==> config.mk <==
export PLATFORM = sky130hd
export DESIGN_NAME = axi4_rd_arbiter
export DESIGN_NICKNAME = d
export VERILOG_FILES = /design/src/rtl/axi4_pkg.sv /design/src/rtl/axi4_rr_pick.sv /design/src/rtl/axi4_rd_arbiter.sv
export SDC_FILE = /design/constraint.sdc
export NUM_CORES = 1
export LEC_CHECK = 0
export CORE_AREA = 2 2 342 344
export DETAILED_ROUTE_END_ITERATION = 16
export DIE_AREA = 0 0 344 346
export PLACE_DENSITY = 0.3
export RECOVER_POWER = 50
export SLEW_MARGIN = 20
export SYNTH_ARGS = -nofsm -noshare
export SYNTH_HDL_FRONTEND = slang
export SYNTH_SLANG_ARGS = --single-unit
==> constraint.sdc <==
create_clock -name aclk -period 3 [get_ports aclk]
set_clock_uncertainty 0.05 [all_clocks]
set_input_delay 0.45 -clock aclk [delete_from_list [all_inputs] [get_ports aclk]]
set_output_delay 0.45 -clock aclk [all_outputs]
set_load 0.005 [all_outputs]
==> src/rtl/axi4_pkg.sv <==
// Shared AXI4 types and helpers for the core-side read/write arbiters.
// The 13-bit AXI ID carries a 3-bit channel field in its MSBs. The arbiters
// use that field to route responses back to the requester that issued them.
package axi4_pkg;

    localparam int AXI4_ID_W  = 13;
    localparam int AXI4_CH_W  = 3;
    localparam int AXI4_TAG_W = AXI4_ID_W - AXI4_CH_W;

    typedef struct packed {
        logic [AXI4_CH_W-1:0]  channel;
        logic [AXI4_TAG_W-1:0] tag;
    } axi4_id_t;

    typedef logic [2:0] axi4_size_t;

    typedef enum logic [1:0] {
        AXI4_BURST_FIXED = 2'b00,
        AXI4_BURST_INCR  = 2'b01,
        AXI4_BURST_WRAP  = 2'b10,
        AXI4_BURST_RSVD  = 2'b11
    } axi4_burst_t;

    typedef enum logic [1:0] {
        AXI4_RESP_OKAY   = 2'b00,
        AXI4_RESP_EXOKAY = 2'b01,
        AXI4_RESP_SLVERR = 2'b10,
        AXI4_RESP_DECERR = 2'b11
    } axi4_resp_t;

    typedef enum logic {
        ARB_ST_IDLE  = 1'b0,
        ARB_ST_ISSUE = 1'b1
    } axi4_arb_state_e;

    // Return the ID with its channel field overwritten and the tag kept.
    function automatic axi4_id_t axi4_id_set_channel(input axi4_id_t id,
                                                     input logic [AXI4_CH_W-1:0] ch);
        axi4_id_t r;
        r         = id;
        r.channel = ch;
        return r;
    endfunction

endpackage

==> src/rtl/axi4_rr_pick.sv <==
// Combinational round-robin picker. It returns the first asserted request at
// or after ptr_i, wrapping modulo N, as both a one-hot grant and an index.
module axi4_rr_pick #(
    parameter int N     = 4,
    parameter int IDX_W = (N > 1) ? $clog2(N) : 1
) (
    input  logic [N-1:0]     req_i,
    input  logic [IDX_W-1:0] ptr_i,
    output logic [N-1:0]     gnt_o,
    output logic [IDX_W-1:0] idx_o,
    output logic             valid_o
);

    logic [2*N-1:0]   req2_s;
    logic [2*N-1:0]   rot_s;
    logic [IDX_W-1:0] off_s;
    logic [IDX_W:0]   sum_s;

    // Rotate the doubled request vector so bit 0 is the pointer position, then take the lowest set bit.
    always_comb begin
        req2_s  = {req_i, req_i};
        rot_s   = req2_s >> ptr_i;
        off_s   = {IDX_W{1'b0}};
        valid_o = 1'b0;
        for (int k = N - 1; k >= 0; k--) begin
            if (rot_s[k]) begin
                off_s   = IDX_W'(k);
                valid_o = 1'b1;
            end else begin
                off_s   = off_s;
                valid_o = valid_o;
            end
        end
        sum_s = {1'b0, ptr_i} + {1'b0, off_s};
        if (sum_s >= (IDX_W+1)'(N)) begin
            sum_s = sum_s - (IDX_W+1)'(N);
        end else begin
            sum_s = sum_s;
        end
        idx_o = sum_s[IDX_W-1:0];
        gnt_o = {N{1'b0}};
        for (int i = 0; i < N; i++) begin
            gnt_o[i] = valid_o && (idx_o == IDX_W'(i));
        end
    end

endmodule

==> src/rtl/axi4_rd_arbiter.sv <==
// Round-robin AXI4 read arbiter. It shares one AR/R master port among NREQ
// requesters, tags arid.channel with the winning requester, routes R beats
// back by rid.channel, and throttles each requester at MAX_OUTST open bursts.
// Optional build macro AXI4_RD_ARBITER_QOS_EN: when it is defined, only the
// eligible requesters with the highest s_arqos take part in arbitration.
module axi4_rd_arbiter
    import axi4_pkg::*;
#(
    parameter int NREQ       = 4,
    parameter int ADDR_WIDTH = 32,
    parameter int DATA_WIDTH = 256,
    parameter int MAX_OUTST  = 4
) (
    input  logic                     aclk,
    input  logic                     aresetn,
    input  logic [NREQ-1:0]          s_arvalid,
    output logic [NREQ-1:0]          s_arready,
    input  logic [NREQ*ADDR_WIDTH-1:0] s_araddr,
    input  logic [NREQ*8-1:0]        s_arlen,
    input  logic [NREQ*3-1:0]        s_arsize,
    input  logic [NREQ*2-1:0]        s_arburst,
    input  logic [NREQ*13-1:0]       s_arid,
    input  logic [NREQ*4-1:0]        s_arqos,
    output logic [NREQ-1:0]          s_rvalid,
    input  logic [NREQ-1:0]          s_rready,
    output logic [DATA_WIDTH-1:0]    s_rdata,
    output logic [1:0]               s_rresp,
    output logic                     s_rlast,
    output logic [12:0]              s_rid,
    output logic [ADDR_WIDTH-1:0]    m_araddr,
    output logic [7:0]               m_arlen,
    output logic [2:0]               m_arsize,
    output logic [1:0]               m_arburst,
    output logic [12:0]              m_arid,
    output logic [3:0]               m_arqos,
    output logic                     m_arvalid,
    input  logic                     m_arready,
    input  logic [DATA_WIDTH-1:0]    m_rdata,
    input  logic [1:0]               m_rresp,
    input  logic                     m_rlast,
    input  logic [12:0]              m_rid,
    input  logic                     m_rvalid,
    output logic                     m_rready,
    output logic                     rid_err
);

    localparam int IDX_W = $clog2(NREQ);
    localparam int CNT_W = $clog2(MAX_OUTST + 1);
    localparam logic [CNT_W-1:0] MAX_L    = CNT_W'(MAX_OUTST);
    localparam logic [3:0]       NREQ_L   = 4'(NREQ);
    localparam logic [IDX_W-1:0] LAST_IDX = IDX_W'(NREQ - 1);

    axi4_arb_state_e state_q;
    logic [IDX_W-1:0]      rr_q;
    logic [IDX_W-1:0]      win_q;
    logic                  m_arvalid_q;
    logic [ADDR_WIDTH-1:0] m_araddr_q;
    logic [7:0]            m_arlen_q;
    logic [2:0]            m_arsize_q;
    logic [1:0]            m_arburst_q;
    logic [12:0]           m_arid_q;
    logic [3:0]            m_arqos_q;
    logic                  rid_err_q;
    logic [CNT_W-1:0]      outst_q [NREQ];
    logic [CNT_W-1:0]      outst_d [NREQ];

    logic [NREQ-1:0]       elig_s;
    logic [NREQ-1:0]       cand_s;
    logic [NREQ-1:0]       pick_gnt_s;
    logic [IDX_W-1:0]      pick_idx_s;
    logic                  pick_vld_s;
    logic [ADDR_WIDTH-1:0] sel_addr_s;
    logic [7:0]            sel_len_s;
    logic [2:0]            sel_size_s;
    logic [1:0]            sel_burst_s;
    logic [12:0]           sel_id_s;
    logic [3:0]            sel_qos_s;
    logic [AXI4_CH_W-1:0]  rid_ch_s;
    logic                  rid_ok_s;
    logic                  r_last_hs_s;
    logic                  ar_hs_s;

    assign rid_ch_s    = m_rid[AXI4_ID_W-1 -: AXI4_CH_W];
    assign rid_ok_s    = ({1'b0, rid_ch_s} < NREQ_L);
    assign r_last_hs_s = m_rvalid && m_rready && m_rlast;
    assign ar_hs_s     = (state_q == ARB_ST_ISSUE) && m_arready;

    // A requester is eligible when it is valid and below its outstanding limit. The optional QoS filter is applied on top.
    always_comb begin
        for (int i = 0; i < NREQ; i++) begin
            elig_s[i] = s_arvalid[i] && (outst_q[i] < MAX_L);
        end
`ifdef AXI4_RD_ARBITER_QOS_EN
        begin : qos_filter
            logic [3:0] max_qos_s;
            max_qos_s = 4'h0;
            for (int i = 0; i < NREQ; i++) begin
                if (elig_s[i] && (s_arqos[i*4 +: 4] > max_qos_s)) begin
                    max_qos_s = s_arqos[i*4 +: 4];
                end else begin
                    max_qos_s = max_qos_s;
                end
            end
            for (int i = 0; i < NREQ; i++) begin
                cand_s[i] = elig_s[i] && (s_arqos[i*4 +: 4] == max_qos_s);
            end
        end
`else
        cand_s = elig_s;
`endif
    end

    axi4_rr_pick #(
        .N     (NREQ),
        .IDX_W (IDX_W)
    ) u_pick (
        .req_i   (cand_s),
        .ptr_i   (rr_q),
        .gnt_o   (pick_gnt_s),
        .idx_o   (pick_idx_s),
        .valid_o (pick_vld_s)
    );

    // Select the AR payload of the requester the picker chose.
    always_comb begin
        sel_addr_s  = {ADDR_WIDTH{1'b0}};
        sel_len_s   = 8'h00;
        sel_size_s  = 3'h0;
        sel_burst_s = 2'h0;
        sel_id_s    = 13'h0000;
        sel_qos_s   = 4'h0;
        for (int i = 0; i < NREQ; i++) begin
            if (pick_idx_s == IDX_W'(i)) begin
                sel_addr_s  = s_araddr[i*ADDR_WIDTH +: ADDR_WIDTH];
                sel_len_s   = s_arlen[i*8 +: 8];
                sel_size_s  = s_arsize[i*3 +: 3];
                sel_burst_s = s_arburst[i*2 +: 2];
                sel_id_s    = s_arid[i*13 +: 13];
                sel_qos_s   = s_arqos[i*4 +: 4];
            end else begin
                sel_addr_s  = sel_addr_s;
            end
        end
    end

    // The idle arbiter accepts the winner in the same cycle. Nothing is accepted while an AR is being issued or during reset.
    always_comb begin
        if ((state_q == ARB_ST_IDLE) && aresetn) begin
            s_arready = pick_gnt_s;
        end else begin
            s_arready = {NREQ{1'b0}};
        end
    end

    // Arbitration FSM: capture the winner's payload in IDLE and hold it in ISSUE until the master accepts it.
    always_ff @(posedge aclk or negedge aresetn) begin
        if (!aresetn) begin
            state_q     <= ARB_ST_IDLE;
            rr_q        <= {IDX_W{1'b0}};
            win_q       <= {IDX_W{1'b0}};
            m_arvalid_q <= 1'b0;
            m_araddr_q  <= {ADDR_WIDTH{1'b0}};
            m_arlen_q   <= 8'h00;
            m_arsize_q  <= 3'h0;
            m_arburst_q <= 2'h0;
            m_arid_q    <= 13'h0000;
            m_arqos_q   <= 4'h0;
        end else begin
            case (state_q)
                ARB_ST_IDLE: begin
                    if (pick_vld_s) begin
                        win_q       <= pick_idx_s;
                        m_araddr_q  <= sel_addr_s;
                        m_arlen_q   <= sel_len_s;
                        m_arsize_q  <= sel_size_s;
                        m_arburst_q <= sel_burst_s;
                        m_arid_q    <= axi4_id_set_channel(axi4_id_t'(sel_id_s),
                                                           AXI4_CH_W'(pick_idx_s));
                        m_arqos_q   <= sel_qos_s;
                        m_arvalid_q <= 1'b1;
                        state_q     <= ARB_ST_ISSUE;
                    end else begin
                        state_q     <= ARB_ST_IDLE;
                    end
                end
                ARB_ST_ISSUE: begin
                    if (m_arready) begin
                        m_arvalid_q <= 1'b0;
                        rr_q        <= (win_q == LAST_IDX) ? {IDX_W{1'b0}} : (win_q + 1'b1);
                        state_q     <= ARB_ST_IDLE;
                    end else begin
                        state_q     <= ARB_ST_ISSUE;
                    end
                end
                default: begin
                    m_arvalid_q <= 1'b0;
                    state_q     <= ARB_ST_IDLE;
                end
            endcase
        end
    end

    // Route R beats by rid.channel. Beats with an out-of-range channel are drained and not delivered to any requester.
    always_comb begin
        s_rvalid = {NREQ{1'b0}};
        if (rid_ok_s) begin
            m_rready = 1'b0;
            for (int i = 0; i < NREQ; i++) begin
                if (rid_ch_s == AXI4_CH_W'(i)) begin
                    s_rvalid[i] = m_rvalid;
                    m_rready    = s_rready[i];
                end else begin
                    s_rvalid[i] = 1'b0;
                end
            end
        end else begin
            m_rready = 1'b1;
        end
    end

    // Next value of each outstanding counter. An issue and a last beat in the same cycle cancel out; a decrement at zero saturates.
    always_comb begin
        for (int i = 0; i < NREQ; i++) begin
            case ({ar_hs_s && (win_q == IDX_W'(i)),
                   r_last_hs_s && rid_ok_s && (rid_ch_s == AXI4_CH_W'(i))})
                2'b10:   outst_d[i] = outst_q[i] + 1'b1;
                2'b01:   outst_d[i] = (outst_q[i] != {CNT_W{1'b0}}) ? (outst_q[i] - 1'b1)
                                                                    : outst_q[i];
                default: outst_d[i] = outst_q[i];
            endcase
        end
    end

    // Outstanding-burst counter registers.
    always_ff @(posedge aclk or negedge aresetn) begin
        if (!aresetn) begin
            for (int i = 0; i < NREQ; i++) begin
                outst_q[i] <= {CNT_W{1'b0}};
            end
        end else begin
            for (int i = 0; i < NREQ; i++) begin
                outst_q[i] <= outst_d[i];
            end
        end
    end

    // Sticky flag for a beat carrying an unroutable rid. Only reset clears it.
    always_ff @(posedge aclk or negedge aresetn) begin
        if (!aresetn) begin
            rid_err_q <= 1'b0;
        end else if (m_rvalid && !rid_ok_s) begin
            rid_err_q <= 1'b1;
        end else begin
            rid_err_q <= rid_err_q;
        end
    end

    assign m_arvalid = m_arvalid_q;
    assign m_araddr  = m_araddr_q;
    assign m_arlen   = m_arlen_q;
    assign m_arsize  = m_arsize_q;
    assign m_arburst = m_arburst_q;
    assign m_arid    = m_arid_q;
    assign m_arqos   = m_arqos_q;
    assign rid_err   = rid_err_q;
    assign s_rdata   = m_rdata;
    assign s_rresp   = m_rresp;
    assign s_rlast   = m_rlast;
    assign s_rid     = m_rid;

endmodule

==> qor.csv <==
metric;value;unit
Sw Ratio;50.1;%
remaining antenna violation count;0;
Ys Warns;0;
GRT overflow;0;
Slew @ Worst Pin;1.12;ns
worst-path maximum fanout;5;
sequential share of power;12.0;%
final period utilization;106;%
Chip Height;346;um
crit path DAT;2.69;ns
num ports;877;
Clock Pin Slew Worst Setup and Hold Paths;0.07;ns
Detail Placement HPWL;38700;um
placed cell count;2595;
ys async rst share;100;%
Area Growth Syn to Fin;55.1;%
die area;119000;sq um
core area;115000;sq um
Pwr Density;1310;nW/um^2
synth cell count leaders;273 x buf_4, 99 x nor2_1, 86 x nand3_1;
share of cells above drive strength 1;21.3;%
TritonCTS Sinks;78;
Synth Area in Simple Gates;14.8;%
Mapped Area;8450;sq um
P_sw;8.59;mW
Max IR drop VDD;0.583;mV
drt pass-1 iters;4;
gr usage total;8.83;%
pin count of the biggest net entering global routing;63;
Yosys top cell by area;buf_4;
die width;344;um
Slowest-stage cell, CP;clkdlybuf4s50_1;
Clock power frac;7.2;%
vias in the first global route;8473;
crit-path max cell delay;0.41;ns
post-synthesis xor/xnor area fraction;0.844;%
number of synthesized flops with an enable pin;0;
Synth Area in Compound Gates;23.1;%
wire length per cell;20.9;um
Synth Area in Adders;1.47;%
internal power;8.54;mW
Pleak;4.47;nW
Tmin final;3.19;ns
Vias;8297;
Skew-Pair Late Insertion Delay;0.41;ns
RSZ-0062 raised after global routing;true;
status;complete, but fails checks;
sequential area share after synthesis;23.1;%
combinational share of power;80.8;%
maxcap violations;0;
Slew Limit Fails;0;
CTS tree;built;
FF+latch count, synth;78;
top-count cell post-synth;buf_4;
Setup violations, final;59;
first-pass GRT wire length;71700;um
Remaining DRCs;0;
synthesized netlist cell count;1039;
port bufs;327;
Worst slew margin;25.1;%
fmax;0.313;GHz
ys flop type;dfrtp_1;
largest family of logic cells by synthesized area;buffers and inverters;
vias per cell;3.13;
final hold violation count;0;
Finished Layout Cells;2651;
mux contribution to synthesized area;7.80;%
total power;17.1;mW
largest cells by area after synthesis;buf_4 24%, dfrtp_1 23%, nand3_1 5.1%;
DR iter-0 viols;375;
WP data required;2.50;ns
failing checks;negative setup slack;
clock root cell;clkbuf_16;
Worst Path Buf+Inv;6;
Final WS setup;-0.194;ns
crit path kind;in -> out;
Crit. End Element;output port;
post-route setup TNS;-5.70;ns
nets;1660;
GPL Wtd Cong;0.732;
initial antenna violation count;18;
post-synth cell types;59;
critical path's top delay family;buffers and inverters;
Synth Area per Inst;8.13;sq um
Hold WC Path Type;reg -> reg;
Clock Tree Buf Depth;2;
# rows;125;
Net Count, Synth;1580;
Num CTS Buffers;9;
H-tree lvl count;3;
share of the synthesized area in the top cell type;24.3;%
worst path cell trace;clkdlybuf4s50_1, nor2b_4, buf_4, a21o_1, a22o_1, a32o_2, ha_4, xnor2_4, buf_12, buf_8, buf_6, nor2_4, buf_2;
Initial Util;7.32;%
Setup crit start kind;primary input;
final wirelength;55500;um
==> cell usage in the layout (no fill, tap or decap), drive strengths merged, types with 8 or more instances in the layout <==
cell type / n
a21oi: 32
a221oi: 28
and3: 8
buf: 94
clkbuf: 12
clkdlybuf4s50: 322
dfrtp: 78
ha: 9
mux2: 29
mux2i: 31
nand2: 39
nand3: 86
nor2: 99
o211ai: 36
o21ai: 42
o221ai: 31
o22ai: 58
==> worst register-to-register path, cell delays in order (launching register included) <==
cell        delay (ns)
dfrtp_2           0.47
and3b_2           0.24
a21o_1            0.17
a22o_1            0.22
a32o_2            0.24
ha_4              0.27
buf_6             0.10
buf_12            0.10
clkinvlp_4        0.11
a2111oi_4         0.38
buf_12            0.19
clkbuf_16         0.20
a221oi_1          0.11
o22ai_1           0.21
==> power by group through the flow <==
stage	combinational [mW]	sequential [mW]	clock, mW
detailed placement	10.9	2.06	0
global placement	10.8	2.04	0
floorplan	6.28	1.96	0
finish	13.8	2.05	1.24
CTS	13.8	2.06	1.36
global route	15.0	2.13	1.36
==> cell families (layout without fill, tap and decap cells) <==
family / count (synthesis) / in the layout
buffers and inverters: 358 / 442
adders and majority gates: 10 / 10
and+or+nand+nor: 268 / 268
other: 1 / 5
DFF: 78 / 78
muxes: 61 / 61
xor gates and xnor gates: 6 / 6
AOI/OAI and AO/OA: 257 / 257
==> per-layer routing <==
metal	track usage, %	up-vias	part of all wire, %
met4	5.26	16	5.5
met3	3.69	196	11
met5	0	-	0.20
met2	14.5	507	47
met1	9.39	3916	37
li1	-	3662	-
==> flip-flops by register name, summed over array words and instances (netlist names) <==
signal,flops
m_arlen,8
outst_q,12
m_arsize,3
rr_q,2
m_arvalid,1
m_arqos,4
win_q,2
m_arburst,2
m_arid,10
rid_err,1
state_q,1
m_araddr,32
==> timing repair <==
item,in CTS,in global routing
pin swaps,27,36
gates cloned,11,3
hold buffers,1,0
hold endpoints to repair,30,0
gates resized for setup,84,30
setup buffers,20,7
setup endpoints to repair,40,65
==> cell type report <==
cell class	instances	area, sq um
sequential	78	1950
antenna	4	10.0
clock buffer	9	225
fill	13200	102000
multi-input combinational	603	4460
inverter	6	26.3
tap	1524	1910
timing repair buffer	421	4480
clock inverter	6	40.0
==> final timing paths <==
| check | from | end | slack, ns | cells after the start |
|---|---|---|---|---|
| setup / recovery | s_arvalid[3] | s_arready[2] | -0.19 | 13 |
| hold / removal | rid_err$_DFFE_PN0P_ | rid_err$_DFFE_PN0P_ | 0.41 | 1 |
| setup reg to reg | rr_q[0]$_DFFE_PN0P_ | m_araddr[30]$_DFFE_PN0P_ | -0.14 | 13 |
| hold reg to reg | rid_err$_DFFE_PN0P_ | rid_err$_DFFE_PN0P_ | 0.41 | 1 |
| max in group asynchronous | aresetn | rr_q[0]$_DFFE_PN0P_ | 1.07 | 4 |
| min in group asynchronous | aresetn | m_araddr[21]$_DFFE_PN0P_ | 0.44 | 2 |
==> per-stage QoR <==
stage                     utilization, %  hold slack [ns]  setup WS (ns)  cell area [sq um]
after floorplan                        -            0.104         0.0213               8460
after global placement              10.3            0.338         -0.832              11800
after detailed placement            10.3            0.336         -0.834              11800
after CTS                           11.2            0.397         -0.241              12900
after global routing                11.3            0.440         -0.303              13100
final                               11.4            0.410         -0.194              13100
Power figures use the tool's default switching activity.
==> patch 1, RTL diff (config.mk and constraints unchanged) <==
Put one more register stage on the output `rid_err`, without a reset. The value now appears one clock later. The other outputs are not delayed to match.
--- a/src/rtl/axi4_rd_arbiter.sv
+++ b/src/rtl/axi4_rd_arbiter.sv
@@ -262,7 +262,9 @@
     assign m_arburst = m_arburst_q;
     assign m_arid    = m_arid_q;
     assign m_arqos   = m_arqos_q;
-    assign rid_err   = rid_err_q;
+    always_ff @(posedge aclk) begin
+        rid_err <= rid_err_q;
+    end
     assign s_rdata   = m_rdata;
     assign s_rresp   = m_rresp;
     assign s_rlast   = m_rlast;
Check against the original RTL: not equivalent (Yosys sat finds a counterexample within 4 cycles, from zero or initial values and one cycle with aresetn low).
==> patch 1 against the original RTL <==
The flow finishes with violations (max-capacitance violations, max-slew violations, negative setup slack). Sequential power about the same. Wire length fell by 10%. Sequential cell count rose by 1. Setup slack gained 0.15 ns. Critical path depth decreased by 4. Utilization shrank 0.40 points. Total power is 10% lower. Design area fell by 3.6%. Combinational power shrank 14%. Area after synthesis grew 0.24%. Clock power increased by 21%.
==> patch 1: results (changes against the original RTL) <==
* Vias per inst at 3.09 (-1.3%)
* Syn Nets at 1581 (+0.063%)
* Synth area leaders: buf_4 (24%), dfrtp_1 (23%), nand3_1 (5.1%)
* Area grow syn2layout at 49.2%
* Slew at the pin closest to its max-slew limit at 2.13 ns (+1.01 ns)
* WL met3 at 5020 um (-16%)
* Leak pwr at 0.00432 uW (-3.4%)
* Post-DP HPWL at 37800 um (-2.2%)
* Hold crit path type: flip-flop to flip-flop
* Pre-CTS WS at -0.861 ns (-0.0274 ns)
* Vias in the first global route at 8678 (+2.4%)
* WP data arrival at 2.54 ns (-0.15 ns)
* Yosys warns at 0 (unchanged)
* Cells on worst reg2reg path at 12 (-1)
* Overall routing resource usage at 0.0801 (-0.00817)
* WHS Path Cells at 0 (-1)
* FF-to-FF Start: rr_q[0]$_DFFE_PN0P_
* First-pass GRT wire length at 67000 um (-6.5%)
* Crit-path slowest cell: dfrtp_2
* Asr flop ratio synth at 0.987 (-0.0127)
* Initial antenna violation count at 9 (-9)
* Setup tns final at -0.0737 ns (+5.63 ns)
* Highest Signal Layer: met5
* Status: complete, but fails checks
* Initial drt markers at 396 (+5.6%)
* Worst vdd ir at 0.729 mV (+25%)
* Max stage delay on crit path at 0.46 ns (+0.05 ns)
* Crit path setup slack, layout at -0.0392 ns (+0.155 ns)
* Routability cong. at 0.718 (-1.9%)
* Hold_ws at 0.332 ns (-0.0778 ns)
* Seq/Total Area, Yosys at 0.233 (+0.00182)
* Reg-to-reg endpoint: m_arqos[3]$_DFFE_PN0P_
* Syn Area/Cell at 8.14 sq um (+0.14%)
* Largest net degree at the start of global routing at 55 (-13%)
* Reg2Reg Setup Slack at -0.02 ns (+0.12 ns)
* Met2 wire length at 23300 um (-10%)
* Pins over their slew limit at 80 (+80)
* Final wirelength at 49800 um (-10%)
* Internal at 7780 uW (-8.9%)
* Worst hold endpoint: rid_err$_DFF_P_
* Post-Route M1 WL at 19000 um (-6.8%)
* Critical path fanouts, max at 5 (unchanged)
* Final #Nets at 1648 (-0.72%)
* Setup Viol. Count Final at 6 (-90%)
* Unique cell type count in the Yosys netlist at 60 (+1.7%)
* Min-delay src: rid_err_q$_DFFE_PN0P_
* Failing checks: max-capacitance violations, max-slew violations, negative setup slack
* Startpoint Class: flip-flop
* Max-Cap Viols at 2 (+2)
* Largest register FFs at 32 (unchanged)
[patch 1: changes by cell type in the layout (fill, tap and decap cells not counted), moves of 6 or more]
cell	unedited run	this run
o221ai_1	14	28
o221ai_2	16	3
buf_16	10	2
buf_4	50	58
mux2_2	22	29
mux2_4	7	0
buf_6	13	7
[patch 1: cell type report]
cell class / instances / area (sq um)
Antenna cell: 1 / 2.50
Clock buffer: 10 / 229
Clock inverter: 6 / 119
Fill cell: 13300 / 103000
Inverter: 6 / 25.0
Multi-Input combinational cell: 603 / 4260
Sequential cell: 79 / 1970
Tap cell: 1524 / 1910
Timing Repair Buffer: 408 / 4130
[patch 1: worst max path at each step]
stage / cells past startpoint / slack [ns] / end
6_report: 9 / -0.04 / s_arready[1]
3_3_place_gp: 10 / -0.91 / s_arready[0]
5_1_grt: 9 / -0.18 / s_arready[1]
3_5_place_dp: 10 / -0.86 / s_arready[0]
2_1_floorplan: 13 / 0.02 / m_araddr[2]$_DFFE_PN0P_
4_1_cts: 9 / -0.1 / s_arready[1]
[patch 1: metal layers]
| layer | up-vias | track usage |
|---|---|---|
| li1 | 3624 | - |
| met1 | 3859 | 0.0866 |
| met5 | - | 0 |
| met3 | 184 | 0.0316 |
| met2 | 469 | 0.132 |
| met4 | 8 | 0.0449 |
[patch 1: critical path: cells and delay by family (launching register included)]
family                     cells  cell delay, ns
DFF                            1            0.46
and+or+nand+nor                2            0.40
AOI/OAI and AO/OA              3            0.64
adders and majority gates      1            0.19
buffers and inverters          2            0.28
xor gates and xnor gates       1            0.18
[patch 1: per-stage QoR]
step                      cells  area, sq um   util
after floorplan            1040         8480      -
final                      2637        12600  0.109
after global routing       2636        12600  0.109
after CTS                  2635        12500  0.109
after detailed placement   2613        12000  0.104
after global placement     2613        12000  0.104
[patch 1: cell families after synthesis]
logic type / after synthesis / synth area share
mux: 61 / 0.0779
xor+xnor: 6 / 0.00842
fa+ha+maj: 10 / 0.0146
flops: 79 / 0.233
simple gates: 268 / 0.148
other cells: 1 / 0.000443
compound gates: 257 / 0.230
buf+inv: 358 / 0.288
[patch 1: power by group through the flow]
stage / registers, uW / logic (uW) / clock network (uW)
3_3_place_gp: 2060 / 11000 / 0
3_5_place_dp: 2070 / 11100 / 0
4_1_cts: 2070 / 11900 / 1650
2_1_floorplan: 1980 / 6280 / 0
6_report: 2050 / 11900 / 1500
5_1_grt: 2140 / 12900 / 1660
[patch 1: repair_timing]
item	CTS	global route
hold buffers	0	0
resized for setup	43	14
cloned	2	1
buffers inserted	6	0
pin swaps	10	2
endpoints found under the setup margin	53	46
==> patch 2, RTL diff (same settings) <==
Made on the original files. Set the parameter `ADDR_WIDTH` to 48 (it was 32).
--- a/src/rtl/axi4_rd_arbiter.sv
+++ b/src/rtl/axi4_rd_arbiter.sv
@@ -7,7 +7,7 @@
     import axi4_pkg::*;
 #(
     parameter int NREQ       = 4,
-    parameter int ADDR_WIDTH = 32,
+    parameter int ADDR_WIDTH = 48,
     parameter int DATA_WIDTH = 256,
     parameter int MAX_OUTST  = 4
 ) (
Interface: changed (resized m_araddr and s_araddr); port bits go from 877 to 957. No check against the original RTL was run, so the function may have changed too.
==> patch 2 against the original RTL <==
Setup slack better by 0.29 ns. Register-to-register slack improved by 0.27 ns. Non-clock buffer count increased by 103. Area after synthesis increased by 6.5%. Cell count up 6.8%. Wire length grew 8.1%. Total power decreased by 5.4%. Via count up 11%. Design area increased by 8.7%. Sequential cell count is 16 higher. Critical endpoint is now s_arready[0]. Highest routed layer unchanged.
==> patch 2: results (changes against the original RTL) <==
* Mux contribution to synthesized area at 0.0260 (-0.0520)
* Inverters at 7 (+1)
* Reg-to-reg endpoint: m_araddr[22]$_DFFE_PN0P_
* FF-to-FF Start: outst_q[11]$_DFFE_PN0P_
* Status: finished clean
* Multi-input gates at 666 (+10%)
* Wirelength per Cell at 21.2 um (+1.2%)
* Final core utilization at 0.123 (+0.00992)
* Crit-path slowest cell: dfrtp_1
* Initial drt markers at 418 (+11%)
* Worst vdd ir at 0.632 mV (+8.4%)
* Largest net degree at the start of global routing at 47 (-25%)
* Reg2Reg Setup Slack at 0.13 ns (+0.27 ns)
* Crit path from: outst_q[2]$_DFFE_PN0P_
* Setup Viol. Count Final at 0 (-100%)
* CTS clk-pin slew, worst paths at 0.09 ns (+0.02 ns)
* Power Dens Cells at 1140 mW/mm^2 (-13%)
* First drt pass iteration count at 5 (+1)
* Fill cell count at 13200 (-0.34%)
* Area grow syn2layout at 58.2%
* Placed Area at 0.0135 sq mm (+14%)
* Xor/xnor share of the synthesized area at 0.00848 (+0.0000374)
* Sequential cell area share at 0.165 (+0.0160)
* Post-CTS Resized at 62 (-26%)
* Hold_ws at 0.420 ns (+0.00955 ns)
* Post-CTS setup buffers at 15 (-25%)
* Multi-input gate area in the final layout at 0.00447 sq mm (+0.31%)
* Via count at 9174 (+11%)
* Complex-gate fraction of the synthesized area at 0.273 (+0.0420)
* Syn Inst Count at 1119 (+7.7%)
* Largest register FFs at 48 (+50%)
* Top cells by instance count after synthesis: buf_4 (278), nand2_1 (178), dfrtp_1 (94), a21oi_1 (79), a32oi_1 (55)
* Clock buffers at 10 (+1)
* Antenna Diode Count at 1 (-3)
* Routability cong. at 0.758 (+3.6%)
* Synth area leaders: dfrtp_1 (26%), buf_4 (23%), nand2_1 (7.4%)
patch 2: cell count changes in the layout (fill, tap and decap cells not counted), sizes merged, moves of 31 or more:
cell / before / now
o221a: 0 / 55
nand3: 86 / 13
nor2: 99 / 37
a21oi: 32 / 79
o221ai: 31 / 0
nand2: 39 / 178
clkdlybuf4s50: 322 / 398
o211ai: 36 / 4
a32oi: 0 / 55
o22ai: 58 / 24
patch 2: power breakdown:
part / total, uW / internal, uW / switching (uW)
sequential: 2450 / 1900 / 547
combinational: 12400 / 5560 / 6850
clock: 1330 / 602 / 730
total: 16200 / 8070 / 8130
patch 2: layer usage:
metal  routed length [um]  GRT usage  vias to the layer above
li1                     -          -                     4137
met1                22500     0.0982                     4335
met2                27800      0.150                      554
met3                 6190     0.0366                      140
met4                 3300     0.0571                        8
met5                  171    0.00940                        -
